===== src/rtl/i2c_pkg.sv =====
// Shared types and constants for the I2C sensor master.
//   i2c_state_t  : bus-level FSM states
//   quarter_t    : quarter-phase index within one SCL bit period
//   i2c_cmd_t    : one latched command (address, write byte, mode)
//   BITS_FULL / BITS_ABORT : bit-times of a complete / address-NACKed transaction
package i2c_pkg;

  typedef enum logic [3:0] {
    ST_IDLE,
    ST_START,
    ST_ADDR,
    ST_ADDR_ACK,
    ST_WR_DATA,
    ST_WR_ACK,
    ST_RD_DATA,
    ST_RD_NACK,
    ST_STOP
  } i2c_state_t;

  typedef enum logic [1:0] {
    Q0 = 2'd0,
    Q1 = 2'd1,
    Q2 = 2'd2,
    Q3 = 2'd3
  } quarter_t;

  localparam logic I2C_WRITE = 1'b0;
  localparam logic I2C_READ  = 1'b1;

  localparam int unsigned BITS_FULL  = 20;
  localparam int unsigned BITS_ABORT = 11;

  typedef struct packed {
    logic [6:0] addr;
    logic [7:0] data;
    logic       mode;
  } i2c_cmd_t;

endpackage


===== src/rtl/i2c_phase_timer.sv =====
// Quarter-bit prescaler for the I2C master.
//   clock, rst_n : system clock, synchronous active-low reset
//   run          : advance the prescaler
//   clear        : hold prescaler and quarter index at zero
//   quarter      : current quarter (Q0..Q3) of the SCL bit
//   quarter_end  : last clock of the current quarter
//   bit_end      : last clock of Q3 (end of the bit)
module i2c_phase_timer
  import i2c_pkg::*;
#(
  parameter int unsigned CLK_DIV = 4
) (
  input  logic     clock,
  input  logic     rst_n,
  input  logic     run,
  input  logic     clear,
  output quarter_t quarter,
  output logic     quarter_end,
  output logic     bit_end
);

  localparam int unsigned PW = (CLK_DIV > 1) ? $clog2(CLK_DIV) : 1;
  localparam logic [PW-1:0] PRESC_LAST = PW'(CLK_DIV - 1);

  logic [PW-1:0] presc;

  assign quarter_end = run && (presc == PRESC_LAST);
  assign bit_end     = quarter_end && (quarter == Q3);

  always_ff @(posedge clock) begin
    if (!rst_n || clear) begin
      presc   <= '0;
      quarter <= Q0;
    end else if (run) begin
      if (presc == PRESC_LAST) begin
        presc   <= '0;
        quarter <= quarter_t'(quarter + 2'd1);
      end else begin
        presc <= presc + 1'b1;
      end
    end
  end

endmodule


===== src/rtl/i2c_sensor_master.sv =====
// Single-byte I2C initiator for sensor commands, with one pending command slot.
//   clock, rst_n            : system clock, synchronous active-low reset
//   sensorAddr_I2C/writeVal_I2C/mode_I2C/start_I2C : command inputs
//   readVal_I2C, dataRdy_I2C: last read byte and its one-cycle strobe
//   done, busy, ack_err, cmd_drop : transaction status
//   scl_oe, sda_oe          : open-drain pull-down enables; sda_in : sampled SDA
module i2c_sensor_master
  import i2c_pkg::*;
#(
  parameter int unsigned CLK_DIV = 4
) (
  input  logic       clock,
  input  logic       rst_n,
  input  logic [6:0] sensorAddr_I2C,
  input  logic [7:0] writeVal_I2C,
  input  logic       mode_I2C,
  input  logic       start_I2C,
  output logic [7:0] readVal_I2C,
  output logic       dataRdy_I2C,
  output logic       done,
  output logic       busy,
  output logic       ack_err,
  output logic       cmd_drop,
  output logic       scl_oe,
  output logic       sda_oe,
  input  logic       sda_in
);

  i2c_state_t state, state_nx;
  i2c_cmd_t   cur, pend, in_cmd;
  logic       pend_valid;
  logic [2:0] bit_cnt;
  logic [7:0] rx_sh;
  logic [7:0] tx_byte;
  logic       tx_bit;
  logic       sda_smp;
  logic       rd_ok;
  quarter_t   quarter;
  logic       quarter_end, bit_end, sample;
  logic       launch, drop, accept;

  i2c_phase_timer #(.CLK_DIV(CLK_DIV)) u_timer (
    .clock       (clock),
    .rst_n       (rst_n),
    .run         (state != ST_IDLE),
    .clear       (state == ST_IDLE),
    .quarter     (quarter),
    .quarter_end (quarter_end),
    .bit_end     (bit_end)
  );

  assign in_cmd  = {sensorAddr_I2C, writeVal_I2C, mode_I2C};
  assign busy    = (state != ST_IDLE);
  assign sample  = quarter_end && (quarter == Q2);
  // Pending is only ever full in IDLE during the done cycle, where it launches.
  assign launch  = (state == ST_IDLE) && (start_I2C || pend_valid);
  assign drop    = start_I2C && pend_valid && (state != ST_IDLE);
  assign accept  = start_I2C && !drop;
  assign tx_byte = (state == ST_ADDR) ? {cur.addr, cur.mode} : cur.data;
  assign tx_bit  = tx_byte[~bit_cnt];

  always_ff @(posedge clock) begin
    if (!rst_n) state <= ST_IDLE;
    else        state <= state_nx;
  end

  always_comb begin
    state_nx = state;
    scl_oe   = 1'b0;
    sda_oe   = 1'b0;
    case (state)
      ST_IDLE: if (launch) state_nx = ST_START;
      ST_START: begin
        scl_oe = (quarter == Q3);
        sda_oe = (quarter inside {Q2, Q3});
        if (bit_end) state_nx = ST_ADDR;
      end
      ST_ADDR: begin
        scl_oe = (quarter inside {Q0, Q1});
        sda_oe = !tx_bit;
        if (bit_end && bit_cnt == 3'd7) state_nx = ST_ADDR_ACK;
      end
      ST_ADDR_ACK: begin
        scl_oe = (quarter inside {Q0, Q1});
        if (bit_end) begin
          if (sda_smp)                    state_nx = ST_STOP;
          else if (cur.mode == I2C_READ)  state_nx = ST_RD_DATA;
          else                            state_nx = ST_WR_DATA;
        end
      end
      ST_WR_DATA: begin
        scl_oe = (quarter inside {Q0, Q1});
        sda_oe = !tx_bit;
        if (bit_end && bit_cnt == 3'd7) state_nx = ST_WR_ACK;
      end
      ST_WR_ACK: begin
        scl_oe = (quarter inside {Q0, Q1});
        if (bit_end) state_nx = ST_STOP;
      end
      ST_RD_DATA: begin
        scl_oe = (quarter inside {Q0, Q1});
        if (bit_end && bit_cnt == 3'd7) state_nx = ST_RD_NACK;
      end
      ST_RD_NACK: begin
        scl_oe = (quarter inside {Q0, Q1});
        if (bit_end) state_nx = ST_STOP;
      end
      ST_STOP: begin
        scl_oe = (quarter == Q0);
        sda_oe = (quarter != Q3);
        if (bit_end) state_nx = ST_IDLE;
      end
      default: state_nx = ST_IDLE;
    endcase
  end

  always_ff @(posedge clock) begin
    if (!rst_n) begin
      cur         <= '0;
      pend        <= '0;
      pend_valid  <= 1'b0;
      bit_cnt     <= '0;
      rx_sh       <= '0;
      sda_smp     <= 1'b0;
      rd_ok       <= 1'b0;
      readVal_I2C <= '0;
      dataRdy_I2C <= 1'b0;
      done        <= 1'b0;
      ack_err     <= 1'b0;
      cmd_drop    <= 1'b0;
    end else begin
      done        <= 1'b0;
      dataRdy_I2C <= 1'b0;
      cmd_drop    <= drop;

      if (launch) begin
        // A waiting command goes first; a concurrent strobe refills the slot.
        if (pend_valid) begin
          cur        <= pend;
          pend_valid <= start_I2C;
          if (start_I2C) pend <= in_cmd;
        end else begin
          cur <= in_cmd;
        end
        bit_cnt <= '0;
        rd_ok   <= 1'b0;
      end else if (start_I2C && !pend_valid) begin
        pend       <= in_cmd;
        pend_valid <= 1'b1;
      end

      if (accept) ack_err <= 1'b0;

      if (sample) begin
        sda_smp <= sda_in;
        if (state == ST_RD_DATA) rx_sh <= {rx_sh[6:0], sda_in};
      end

      if (bit_end) begin
        case (state)
          ST_ADDR, ST_WR_DATA: bit_cnt <= bit_cnt + 3'd1;
          ST_RD_DATA: begin
            bit_cnt <= bit_cnt + 3'd1;
            if (bit_cnt == 3'd7) rd_ok <= 1'b1;
          end
          ST_ADDR_ACK, ST_WR_ACK: if (sda_smp) ack_err <= 1'b1;
          ST_STOP: begin
            done <= 1'b1;
            if (rd_ok) begin
              readVal_I2C <= rx_sh;
              dataRdy_I2C <= 1'b1;
            end
          end
          default: ;
        endcase
      end
    end
  end

endmodule

===== config.mk =====
export PLATFORM = sky130hd
export DESIGN_NAME = i2c_sensor_master
export DESIGN_NICKNAME = d
export VERILOG_FILES = /design/src/rtl/i2c_pkg.sv /design/src/rtl/i2c_phase_timer.sv /design/src/rtl/i2c_sensor_master.sv
export SDC_FILE = /design/constraint.sdc
export NUM_CORES = 1
export LEC_CHECK = 0
export ABC_CLOCK_PERIOD_IN_PS = 4410
export CAP_MARGIN = 20
export CORE_MARGIN = 4
export CORE_UTILIZATION = 50
export CTS_BUF_LIST = sky130_fd_sc_hd__clkbuf_16
export CTS_CLUSTER_DIAMETER = 80
export DETAILED_ROUTE_END_ITERATION = 12
export PLACE_DENSITY = 0.72
export SLEW_MARGIN = 30
export SYNTH_ARGS = -nofsm -noshare
export SYNTH_HDL_FRONTEND = slang
export SYNTH_SLANG_ARGS = --single-unit
export TNS_END_PERCENT = 20

===== constraint.sdc =====
create_clock -name clock -period 4.41 [get_ports clock]
set_input_delay 0.441 -clock clock [delete_from_list [all_inputs] [get_ports clock]]
set_output_delay 0.441 -clock clock [all_outputs]
set_load 0.01 [all_outputs]

==> qor.csv <==
stage,metric,value,unit
setup_path,cp_top_family,multiplexers,
die,rows,28,
pwr,pwr-share-seq,42.3,%
global_route,grt_max_degree,39,
hold_path,min_from,u_timer.presc[0]$_SDFFE_PP0P_,
sta,rsz0062_at_grt,false,
clocking,cts_resized,0,
logic_synthesis,synthFlopType,dfxtp_1,
die,io-pin-count,35,
finish,fin_nets,365,
die,initial_utilization,51.4,%
sta,clock_skew,0.00424,ns
finish,final_common_cell,dfxtp_1,
finish,final_cell_mix,"dfxtp_1, mux2i_1, nand2_1, clkdlybuf4s50_1, nor2b_1",
routing,antenna_left,0,
sta,fmax,304,MHz
pwr,irDropWorstVdd,0.000344,V
sta,relSlewSlack,46.7,%
global_route,grt_first_pass_wirelength,10000,um
setup_path,cp.required,3.97,ns
setup_path,crit_slowest_cell,mux4_2,
logic_synthesis,synth-seq-cells,66,
global_route,grt_pass1_vias,2215,
routing,drt_iter0_markers,102,
setup_path,crit_fanout,11,
die,coreArea,0.00592,mm^2
sta,fin_crit,3.29,ns
sta,worst_pin_slew,0.799,ns
die,die_x,86.0,um
pwr,leakage,0.00152,uW
hold_path,hp-class,reg -> reg,
hold_path,hold_end,u_timer.presc[0]$_SDFFE_PP0P_,
setup_path,critical_path_buf_inv_count,1,
routing,wl,5780,um
routing,remaining_drc_errors,0,
job,drv_cap,0,
logic_synthesis,yosys-top-cells-area,"dfxtp_1, mux2i_1, nor2b_1",
die,die_h,86.0,um
finish,insertedDiodeCount,0,
setup_path,end_kind,output port,
routing,wl_per_cell,13.8,um
global_route,overflow,0,
pwr,switching_share,22.0,%
clocking,cts_buffers,9,
logic_synthesis,yosysUniqueCellTypes,38,
finish,multi_input_area,0.00160,mm^2
clocking,root_buffer,clkbuf_16,
clocking,clkSlewWorstSetupHoldPaths,0.06,ns
pwr,pwr-share-comb,8.0,%
logic_synthesis,async_reset_ff_share,0,%
place,dpl.hpwl,3960,um
sta,tns,0,ns
hold_path,hold_depth,1,
pwr,p_sw,332,uW
place,gp_congestion,0.760,
routing,dr.pass1.iters,4,
setup_path,crit_type,reg -> out,
logic_synthesis,syn_inst,311,
setup_path,worstRegToRegCells,5,
clocking,cts_max_path_buffers,2,
pwr,powerDensity,407,mW/mm^2
clocking,post-cts-setup-buffers,0,
setup_path,r2r_start,state[3]$_SDFFE_PN0P_,
clocking,htree_levels,3,
setup_path,slowest_delay,0.55,ns
sta,maxSlewViolCount,0,
sta,finalCritPeriodShare,74.5,%
finish,final_layout_size_suffix_gt1_share,8.45,%
setup_path,regToRegSetupSlack,1.91,ns
logic_synthesis,synth-seq-area-share,43.5,%
clocking,cts_tree,done,
setup_path,start_kind,flip-flop,
place,io_buffers,34,
sta,hold_ws,0.427,ns
setup_path,r2r-end,cur[7]$_SDFFE_PN0P_,
pwr,pwr-share-clk,49.8,%
clocking,numClockSinks,66,
logic_synthesis,yosys_warnings,0,
sta,setup_violations,0,
logic_synthesis,synth_fp_nets,338,
logic_synthesis,synth_area_per_cell,9.78,um^2
routing,viasPerCell,5.39,
logic_synthesis,synth_area,0.00304,mm^2
global_route,grt.total_usage,17.5,%
sta,hold_viol,0,
finish,syn2layout_area_growth,22.1,%
finish,fillers,517,
run_status,outcome,"complete, no violations",
logic_synthesis,synth_top_area_cell,dfxtp_1,
setup_path,cp.arrival,2.85,ns
die,die_area,0.00739,mm^2
clocking,clk_latency,0.33,ns
pwr,p_int,1180,uW
logic_synthesis,synth-edff-count,0,
setup_path,worstPathCellList,nor4b_4 > mux4_2 > a311oi_1 > a32o_1 > clkdlybuf4s50_1,
finish,regArea,0.00132,mm^2
clocking,ctsHoldBuffers,0,
routing,vias,2253,
logic_synthesis,synth_top_cell_area_share,43.5,%
global_route,antenna_found_initial,0,
-- through the flow --
stage	cells	total power [uW]	setup slack (ns)	area [um^2]	utilization, %
floorplan	311	735	2.03	3040	-
global route	418	1580	0.980	3710	62.7
finish	418	1510	1.12	3710	62.7
detailed placement	402	773	1.47	3400	57.4
CTS	418	1530	1.10	3710	62.7
global placement	402	771	1.51	3400	57.4
-- per-layer routing --
layer | part of all wire (%) | global-route usage (%) | vias up
met4 | 2.1 | 8.06 | 0
met2 | 47 | 28.4 | 47
met3 | 5.0 | 6.34 | 10
li1 | - | - | 1144
met5 | 0 | 0 | -
met1 | 46 | 20.5 | 1052
-- layout make-up --
cell class / instances / share of cell area, %
Inverter: 4 / 0.404
Clock inverter: 7 / 2.49
Sequential cell: 66 / 35.6
Timing Repair Buffer: 38 / 9.84
Clock buffer: 9 / 6.06
Tap cell: 75 / 2.53
Multi-Input combinational cell: 219 / 43.1
-- worst max path at each step --
stage	end	startpoint	cells past startpoint	slack [ns]
final	sda_oe	state[1]$_SDFFE_PN0P_	5	1.12
after global routing	sda_oe	state[1]$_SDFFE_PN0P_	5	0.98
after CTS	sda_oe	state[1]$_SDFFE_PN0P_	5	1.10
after detailed placement	sda_oe	state[1]$_SDFFE_PN0P_	5	1.47
after global placement	sda_oe	state[1]$_SDFFE_PN0P_	5	1.51
after floorplan	sda_oe	state[2]$_SDFFE_PN0P_	5	2.03
-- cells in the mapped netlist, types with 2 or more instances --
| cell type | n |
|---|---|
| a22oi_1 | 2 |
| nor3b_1 | 2 |
| nand2_1 | 33 |
| ha_1 | 7 |
| dfxtp_1 | 66 |
| mux4_2 | 2 |
| buf_2 | 6 |
| o21ai_0 | 7 |
| nand3_1 | 12 |
| o22ai_1 | 2 |
| o211a_1 | 16 |
| nor4b_1 | 2 |
| clkbuf_1 | 14 |
| a21oi_1 | 9 |
| inv_1 | 4 |
| xnor2_1 | 2 |
| nor3_1 | 2 |
| and2_1 | 2 |
| nand2b_1 | 4 |
| nor2b_1 | 30 |
| mux2i_1 | 46 |
| a21boi_0 | 9 |
| and3_1 | 3 |
| nor2_1 | 14 |
| nor4_1 | 2 |
-- sequential cells by signal (all words and copies together) (netlist names), 2 cells and up --
signal,cells
u_timer.quarter,2
pend,16
u_timer.presc,2
bit_cnt,3
cur,16
readVal_I2C,8
rx_sh,8
state,4
-- cells by family (layout without fill, tap and decap cells) --
logic type,Yosys count,in the layout,share of synthesized area [%]
flops,66,66,43.5
fa+ha+maj,7,7,2.88
compound gates,49,49,12.2
buf+inv,26,58,3.99
mux,49,49,17.0
simple gates,112,112,19.9
xor+xnor,2,2,0.576
-- power groups by stage --
stage | sequential, uW | combinational (uW) | clock [uW]
2_1_floorplan | 645 | 90.5 | 0
3_3_place_gp | 651 | 119 | 0
3_5_place_dp | 652 | 122 | 0
4_1_cts | 639 | 122 | 771
5_1_grt | 642 | 134 | 799
6_report | 639 | 120 | 753
Note: power is estimated with default switching activity, not from simulation.
